$ cat src/rtl/psum_normalizer.sv
// Normalizes a row of partial sums so each lane becomes its share of the total magnitude, scaled by 2^frac.
// Optional build macro NORM_ROUND_EN adds half the divisor to each dividend, so quotients round half-up instead of truncating.
module psum_normalizer #(
  parameter int col = 8,
  parameter int bw_psum = 12,
  parameter int frac = 12,
  localparam int sw = bw_psum + $clog2(col),
  localparam int ow = frac + 2
) (
  input  logic                  clk,
  input  logic                  reset,
  input  logic                  sign_mode,
  input  logic                  in_valid,
  output logic                  in_ready,
  input  logic [col*bw_psum-1:0] in_data,
  output logic                  out_valid,
  input  logic                  out_ready,
  output logic [col*ow-1:0]     out_data,
  output logic [sw-1:0]         sum_out,
  output logic                  div_zero
);

`ifdef NORM_ROUND_EN
  localparam int dw = bw_psum + frac + 1;
`else
  localparam int dw = bw_psum + frac;
`endif
  localparam int iw = $clog2(col + 1);
  localparam int cw = $clog2(dw + 1);

  typedef enum logic [1:0] {IDLE, SUM, DIV, OUT} state_t;

  state_t state, state_next;

  logic [col*bw_psum-1:0] row;
  logic [col*bw_psum-1:0] row_rot;
  logic                   sign_q;
  logic [sw-1:0]          acc;
  logic [iw-1:0]          lane_idx;
  logic [cw-1:0]          bit_cnt;
  logic [dw-1:0]          dvd;
  logic [sw-1:0]          rem;
  logic [ow-2:0]          quo;
  logic                   neg_q;

  logic [bw_psum-1:0]     lane_raw;
  logic [bw_psum-1:0]     lane_mag;
  logic                   lane_neg;
  logic [dw-1:0]          dividend;
  logic [sw:0]            trial;
  logic [sw-1:0]          diff;
  logic                   ge;
  logic [sw-1:0]          rem_next;
  logic [ow-1:0]          quo_next;
  logic [ow-1:0]          result;
  logic                   lane_last_bit;

  assign in_ready  = (state == IDLE);
  assign out_valid = (state == OUT);

  // The captured row rotates so the lane being worked on always sits in the low bits.
  assign row_rot = {row[bw_psum-1:0], row[col*bw_psum-1:bw_psum]};

  always_comb begin
    lane_raw = row[bw_psum-1:0];
    lane_neg = sign_q & lane_raw[bw_psum-1];
    lane_mag = lane_neg ? -lane_raw : lane_raw;
`ifdef NORM_ROUND_EN
    dividend = dw'({lane_mag, {frac{1'b0}}}) + dw'(acc >> 1);
`else
    dividend = dw'({lane_mag, {frac{1'b0}}});
`endif
    trial    = {rem, dvd[dw-1]};
    diff     = trial[sw-1:0] - acc;
    ge       = (trial >= {1'b0, acc});
    rem_next = ge ? diff : trial[sw-1:0];
    quo_next = {quo, ge};
    // A zero divisor makes the divider produce all ones, so force the lane to zero.
    result   = (acc == '0) ? '0 : (neg_q ? -quo_next : quo_next);
    lane_last_bit = (bit_cnt == cw'(dw - 1));
  end

  always_ff @(posedge clk or negedge reset) begin
    if (!reset) state <= IDLE;
    else        state <= state_next;
  end

  always_comb begin
    state_next = state;
    case (state)
      IDLE: if (in_valid) state_next = SUM;
      SUM:  if (lane_idx == iw'(col)) state_next = DIV;
      DIV:  if (lane_last_bit && lane_idx == iw'(col - 1)) state_next = OUT;
      OUT:  if (out_ready) state_next = IDLE;
      default: state_next = IDLE;
    endcase
  end

  always_ff @(posedge clk or negedge reset) begin
    if (!reset) begin
      row      <= '0;
      sign_q   <= 1'b0;
      acc      <= '0;
      lane_idx <= '0;
      bit_cnt  <= '0;
      dvd      <= '0;
      rem      <= '0;
      quo      <= '0;
      neg_q    <= 1'b0;
      out_data <= '0;
      sum_out  <= '0;
      div_zero <= 1'b0;
    end else begin
      case (state)
        IDLE: begin
          if (in_valid) begin
            row      <= in_data;
            sign_q   <= sign_mode;
            acc      <= '0;
            lane_idx <= '0;
          end
        end
        SUM: begin
          row <= row_rot;
          // The extra cycle after the last lane loads lane 0 into the divider using the finished sum.
          if (lane_idx == iw'(col)) begin
            dvd      <= dividend;
            rem      <= '0;
            quo      <= '0;
            bit_cnt  <= '0;
            neg_q    <= lane_neg;
            lane_idx <= '0;
          end else begin
            acc      <= acc + sw'(lane_mag);
            lane_idx <= lane_idx + iw'(1);
          end
        end
        DIV: begin
          rem     <= rem_next;
          quo     <= quo_next[ow-2:0];
          dvd     <= dvd << 1;
          bit_cnt <= bit_cnt + cw'(1);
          if (lane_last_bit) begin
            for (int i = 0; i < col; i++) begin
              if (int'(lane_idx) == i) out_data[i*ow +: ow] <= result;
            end
            if (lane_idx == iw'(col - 1)) begin
              sum_out  <= acc;
              div_zero <= (acc == '0);
            end else begin
              dvd      <= dividend;
              rem      <= '0;
              quo      <= '0;
              bit_cnt  <= '0;
              neg_q    <= lane_neg;
              row      <= row_rot;
              lane_idx <= lane_idx + iw'(1);
            end
          end
        end
        default: ;
      endcase
    end
  end

endmodule
$ cat config.mk
export PLATFORM = sky130hd
export DESIGN_NAME = psum_normalizer
export DESIGN_NICKNAME = d
export VERILOG_FILES = /design/src/rtl/psum_normalizer.sv
export SDC_FILE = /design/constraint.sdc
export NUM_CORES = 1
export LEC_CHECK = 0
export ABC_AREA = 0
export CAP_MARGIN = 10
export CORE_MARGIN = 3
export CORE_UTILIZATION = 50
export CTS_CLUSTER_DIAMETER = 50
export DETAILED_ROUTE_END_ITERATION = 6
export PLACE_DENSITY = 0.79
export SLEW_MARGIN = 20
export SYNTH_ARGS = -nofsm -noshare
export SYNTH_HDL_FRONTEND = slang
export SYNTH_SLANG_ARGS = --single-unit
$ cat constraint.sdc
create_clock -name clk -period 3.56 [get_ports clk]
set_input_delay 0.356 -clock clk [delete_from_list [all_inputs] [get_ports clk]]
set_output_delay 0.356 -clock clk [all_outputs]
set_load 0.01 [all_outputs]
Word level (Yosys, flattened, before mapping)
Index checks and enable logic that the tools add are counted.
{"block": "classes", "magnitude_cmp": 1, "bitwise_logic": 1, "muxes": 41, "eq_ne": 20, "n_reduce_logical": 22, "n_addsub": 6}
{"op": "$mux 96", "n": 3}
{"op": "$pmux 96 s3", "n": 1}
{"op": "$mux 15", "n": 6}
{"op": "$mux 24", "n": 3}
{"op": "$pmux 15 s2", "n": 2}
{"op": "$pmux 24 s2", "n": 1}
{"op": "$mux 13", "n": 3}
{"op": "$reduce_and 3->1", "n": 10}
{"op": "$mux 14", "n": 2}
{"op": "$pmux 13 s2", "n": 1}
{"op": "$eq 4x4->1 const B", "n": 5}
{"op": "$ge 16x15->1", "n": 1}
{"op": "$mux 4", "n": 4}
{"op": "$add 15x12->15", "n": 1}
{"op": "$logic_not 15->1", "n": 1}
{"op": "$mux 5", "n": 3}
{"op": "$sub 15x15->15", "n": 1}
{"op": "$neg 14->14", "n": 1}
{"op": "$eq 4x3->1 const B", "n": 3}
{"op": "$mux 12", "n": 1}
{"op": "$ne 2x2->1 const B", "n": 6}
{"op": "$neg 12->12", "n": 1}
{"op": "$pmux 4 s3", "n": 1}
{"op": "$reduce_and 4->1", "n": 3}
{"op": "19 further kinds", "n": 27}
{"block": "word_totals", "out_inout_bits": 130, "input_bits": 101, "regBits": 304}

Longest topological paths before layout
{"block": "depth", "depth_word": 5, "depth_mapped": 14, "depth_no_buf": 14}

Worst setup path before layout
OpenSTA, ideal clock, no wires.
{"block": "synth_timing", "path_kind": "register to register", "start": "register acc[11]", "end": "register out_data[110]", "setup_ns": 0.084, "arrival_time_ns": 3.114, "synth_period_minus_slack_ns": 3.198, "n_path_buf": 1, "setup_slack_ns": 0.362, "stages_incl_launch_ff": 14, "cell_sequence": "dfrtp_1 inv_1 ha_1 a21o_1 a31oi_4 o211ai_2 nor3_4 buf_2 ha_1 nand3b_1 o41ai_1 xnor2_1 nand2_1 o21ai_0"}
{"block": "synth_between", "elab_chain_cells": 4, "word_cells_on_any_way": 5}
{"item": "start: declaration", "line": "38", "source": "logic [sw-1:0] acc;"}
{"item": "start signal: assignment", "line": "134", "source": "acc <= acc + sw'(lane_mag);"}
{"item": "$ge 16x15->1", "line": "75", "source": "ge = (trial >= {1'b0, acc});"}
{"item": "$neg 14->14", "line": "79", "source": "result = (acc == '0) ? '0 : (neg_q ? -quo_next : quo_next);"}
{"item": "$mux 14", "line": "79"}
{"item": "$mux 14 (*)", "line": "79"}
{"item": "end: declaration", "line": "18", "source": "output logic [col*ow-1:0] out_data,"}
Mark *: on every way between the ends. The rest lies on a longest branch, timed or not.
A chain may end at the register's enable or synchronous reset.

Final worst setup path
{"block": "layout_timing", "start": "register acc[11]", "end": "register out_data[82]"}
Same word-level chain as after synthesis.

==> results.cfg <==
[die]
initial_utilization_pct = 50.96
die_h_um = 174.5
fp-row-count = 61
design.portCount = 231
die_area_um2 = 30450
die_width_um = 174.5
design.core.area_um2 = 27860

[synth]
ys_dominant_reg_cell = sky130_fd_sc_hd__dfrtp_1
post_synth.cell_area_avg_um2 = 10.02
ys_seq_area_share_pct = 51.47
synthDominantCellAreaShare_pct = 51.47
synth-compound-area-share_pct = 17.19
synthesis.instances = 1417
synth-edff-count = 0
yosys.cell_types.count = 75
synth-async-reset-ratio_pct = 100.0
synthXorXnorAreaFrac_pct = 2.477
synth.cell_area_um2 = 14200
combinational_family_with_the_most_area_after_synthesis = compound AO/OA/AOI/OAI gates
synth_simple_gate_area_share_pct = 13.82
synthDominantAreaCellType = sky130_fd_sc_hd__dfrtp_1
synth.top_cells.by_area = sky130_fd_sc_hd__dfrtp_1 (51%), sky130_fd_sc_hd__nand2_1 (7.7%), sky130_fd_sc_hd__mux2i_1 (7.1%)
synth_seq_cells = 292
synth-adder-area-share_pct = 3.631
muxShareOfSynthArea_pct = 7.448
yosysWarningCount = 0
synthesis.nets = 1558

[clocking]
clock_sinks = 292
cts-root-buf = sky130_fd_sc_hd__clkbuf_16
htree_depth = 2
cts.reportedPaths.clkPinSlew_ns = 0.06
setup_fix_buffers_added_after_clock_tree_synthesis = 0
cts_tree = yes
clock_insertion_delay_worst_skew_ns = 0.52
numCtsBuffers = 35
clockBufferDepth = 3

[worst_setup_path]
cp-start-kind = flip-flop
crit_path_top_delay_cell = sky130_fd_sc_hd__ha_1
critPathMaxFanout = 8
reg2reg_depth = 12
critical_path_s_largest_stage_delay_ns = 0.41
critPathCaptureType = flip-flop
timing.critical_path.mode_cell = sky130_fd_sc_hd__ha_1
critPathArrivalTime_ns = 3.68
path_cells = inv_1, ha_1, a21o_1, a31oi_4, o211ai_2, nor3_4, ha_1, nand3b_1, o41ai_1, xnor2_1, nand2_1, o21ai_0
worst_setup_path_type = reg2reg
critical_path_required_ns = 3.97

[power_and_ir_drop]
powerDensity_nw_per_um2 = 620.2
cellLeakagePower_nw = 8.622
irDropWorstVdd_uv = 462.5

[drt]
via_count = 11345
antenna_violating_nets_post_route = 0
drt_pre_antenna_iters = 7
initialDrtViolationCount = 903
detail_route.wl_per_cell_um = 18.06
wl_mm = 36.69
drt_drc_violations_left = 0
detail_route.vias_per_cell = 5.583

[sta]
clock_skew_ns = 0.01849
hold-worst-slack_ns = 0.4415
final.period_utilization_pct = 91.92
finalWorstPathRequiredPeriod_ns = 3.272
timing.final.hold_violations = 0
worst_slew_pin_slew_ns = 0.9222
rsz0062_at_grt = false
finalSetupTns_ns = 0
max_freq_ghz = 0.3056
setup_violations = 0
timing.final.max_slew_violations = 0
max-slew-margin-rel_pct = 38.35

[run_status]
run_status = finished, final reports clean

[global_route]
first_global_vias = 11237
antenna_violations_before_repair = 2
grt_util_all_layers_pct = 24.04
globalRouteOverflowTotal = 0
grt_max_degree = 110
grt_pass1_wl_mm = 59.36

[finish]
areaGrowthSynthToFinish_pct = 26.88
design.final.nets = 1771
n_antenna_cell = 0
post_route_cells_drive_above_1_share_pct = 8.827
final_cell_mix = sky130_fd_sc_hd__dfrtp_1 (292), sky130_fd_sc_hd__nand2_1 (290), sky130_fd_sc_hd__clkdlybuf4s50_1 (229)
layout.cells.most_common = sky130_fd_sc_hd__dfrtp_1

[worst_hold_path]
hp-class = in2async

[placement]
place.detailed.hpwl_mm = 26.30
port_buffer_count = 230
gp_congestion = 0.8877

[flow_run]
drv_cap = 0
-- cell usage after synthesis, types with 4 or more instances --
library cell	instances
sky130_fd_sc_hd__xnor2_1	24
sky130_fd_sc_hd__nand2_1	290
sky130_fd_sc_hd__a211oi_1	7
sky130_fd_sc_hd__nand2b_1	16
sky130_fd_sc_hd__inv_1	35
sky130_fd_sc_hd__nand4_1	9
sky130_fd_sc_hd__dfrtp_1	292
sky130_fd_sc_hd__a22o_1	20
sky130_fd_sc_hd__nor2b_1	7
sky130_fd_sc_hd__buf_2	15
sky130_fd_sc_hd__nor2_1	36
sky130_fd_sc_hd__mux2i_1	100
sky130_fd_sc_hd__o21ai_0	197
sky130_fd_sc_hd__mux2_2	5
sky130_fd_sc_hd__a31oi_1	4
sky130_fd_sc_hd__a22oi_1	9
sky130_fd_sc_hd__o2111ai_1	5
sky130_fd_sc_hd__a32oi_1	6
sky130_fd_sc_hd__or2_2	4
sky130_fd_sc_hd__nor3_1	13
sky130_fd_sc_hd__a21o_1	8
sky130_fd_sc_hd__clkbuf_1	42
sky130_fd_sc_hd__xor2_1	13
sky130_fd_sc_hd__nand3_1	20
sky130_fd_sc_hd__nor4_1	5
sky130_fd_sc_hd__o21ai_1	45
sky130_fd_sc_hd__o21ai_2	26
sky130_fd_sc_hd__buf_6	16
sky130_fd_sc_hd__o31ai_1	9
sky130_fd_sc_hd__ha_1	38
sky130_fd_sc_hd__o21a_1	4
sky130_fd_sc_hd__a21oi_1	27
sky130_fd_sc_hd__nand2_4	4
-- through the flow --
step / util (%) / power, mW / setup slack, ns / instances / cell area (µm²)
final: 64.66 / 11.17 / 0.2876 / 2032 / 18010
after global routing: 64.66 / 11.80 / 0.01965 / 2032 / 18010
after CTS: 64.66 / 11.21 / 0.3008 / 2032 / 18010
after detailed placement: 60.29 / 7.485 / 0.3484 / 1970 / 16800
after global placement: 60.29 / 7.389 / 0.4168 / 1970 / 16800
after floorplan: - / 6.435 / 0.3622 / 1417 / 14200
-- metal layers --
| metal | up-vias | routed length (µm) | GRT usage (%) |
|---|---|---|---|
| li1 | 5397 | - | - |
| met1 | 5463 | 15390 | 31.60 |
| met2 | 405 | 17710 | 40.10 |
| met3 | 76 | 2662 | 5.548 |
| met4 | 4 | 901 | 7.048 |
| met5 | - | 22 | 0 |
-- what timing repair did --
| action | CTS | global route |
|---|---|---|
| setup endpoints to repair | 0 | 1 |
| endpoints found under the hold margin | 85 | 0 |
| resized for setup | 0 | 1 |
| hold buffers | 1 | 0 |
-- worst paths after layout --
check	from	endpoint	slack, ns
max in group asynchronous	reset	row[21]$_DFFE_PN0P_	2.24
hold reg to reg	dvd[21]$_DFFE_PN0P_	dvd[22]$_DFFE_PN0P_	0.47
setup / recovery	acc[11]$_DFFE_PN0P_	out_data[82]$_DFFE_PN0P_	0.29
min in group clk	in_data[42]	row[42]$_DFFE_PN0P_	0.46
hold / removal	reset	out_data[87]$_DFFE_PN0P_	0.44
setup reg to reg	acc[11]$_DFFE_PN0P_	out_data[82]$_DFFE_PN0P_	0.29
-- critical path, delay by kind of cell, from the launching register on --
kind,cells,cell delay (ns)
AO/OA/AOI/OAI,5,1.28
AND/OR/NAND/NOR,3,0.61
XOR/XNOR,1,0.16
buffers and inverters,1,0.10
adder cells (fa/ha/maj),2,0.63
flip-flops,1,0.40
-- cell type report --
type / instances / area (µm²)
Inverter: 35 / 131.4
Clock buffer: 45 / 984.7
Clock inverter: 16 / 221.5
Tap cell: 378 / 473.0
Sequential cell: 292 / 7307
Fill cell: 2206 / 9846
Multi-Input combinational cell: 1013 / 6362
Timing Repair Buffer: 253 / 2532
-- kinds of logic after synthesis --
| group | after synthesis |
|---|---|
| xor+xnor | 38 |
| mux | 105 |
| buf+inv | 112 |
| simple gates | 434 |
| compound gates | 396 |
| flops | 292 |
| fa+ha+maj | 40 |
-- state kept, by name, indices dropped and copies added, names as in the netlist, 2 cells and up --
register and cells:
acc 15, bit_cnt 5, dvd 12, lane_idx 4, out_data 112, quo 13, rem 15, row 96
state 2, sum_out 15
-- report_power, final --
group	switching [mW]	internal (mW)
Clock	1.41	2.27
Combinational	1.94	1.52
Sequential	0.356	3.68
Total	3.71	7.47
Power figures use the tool's default switching activity.
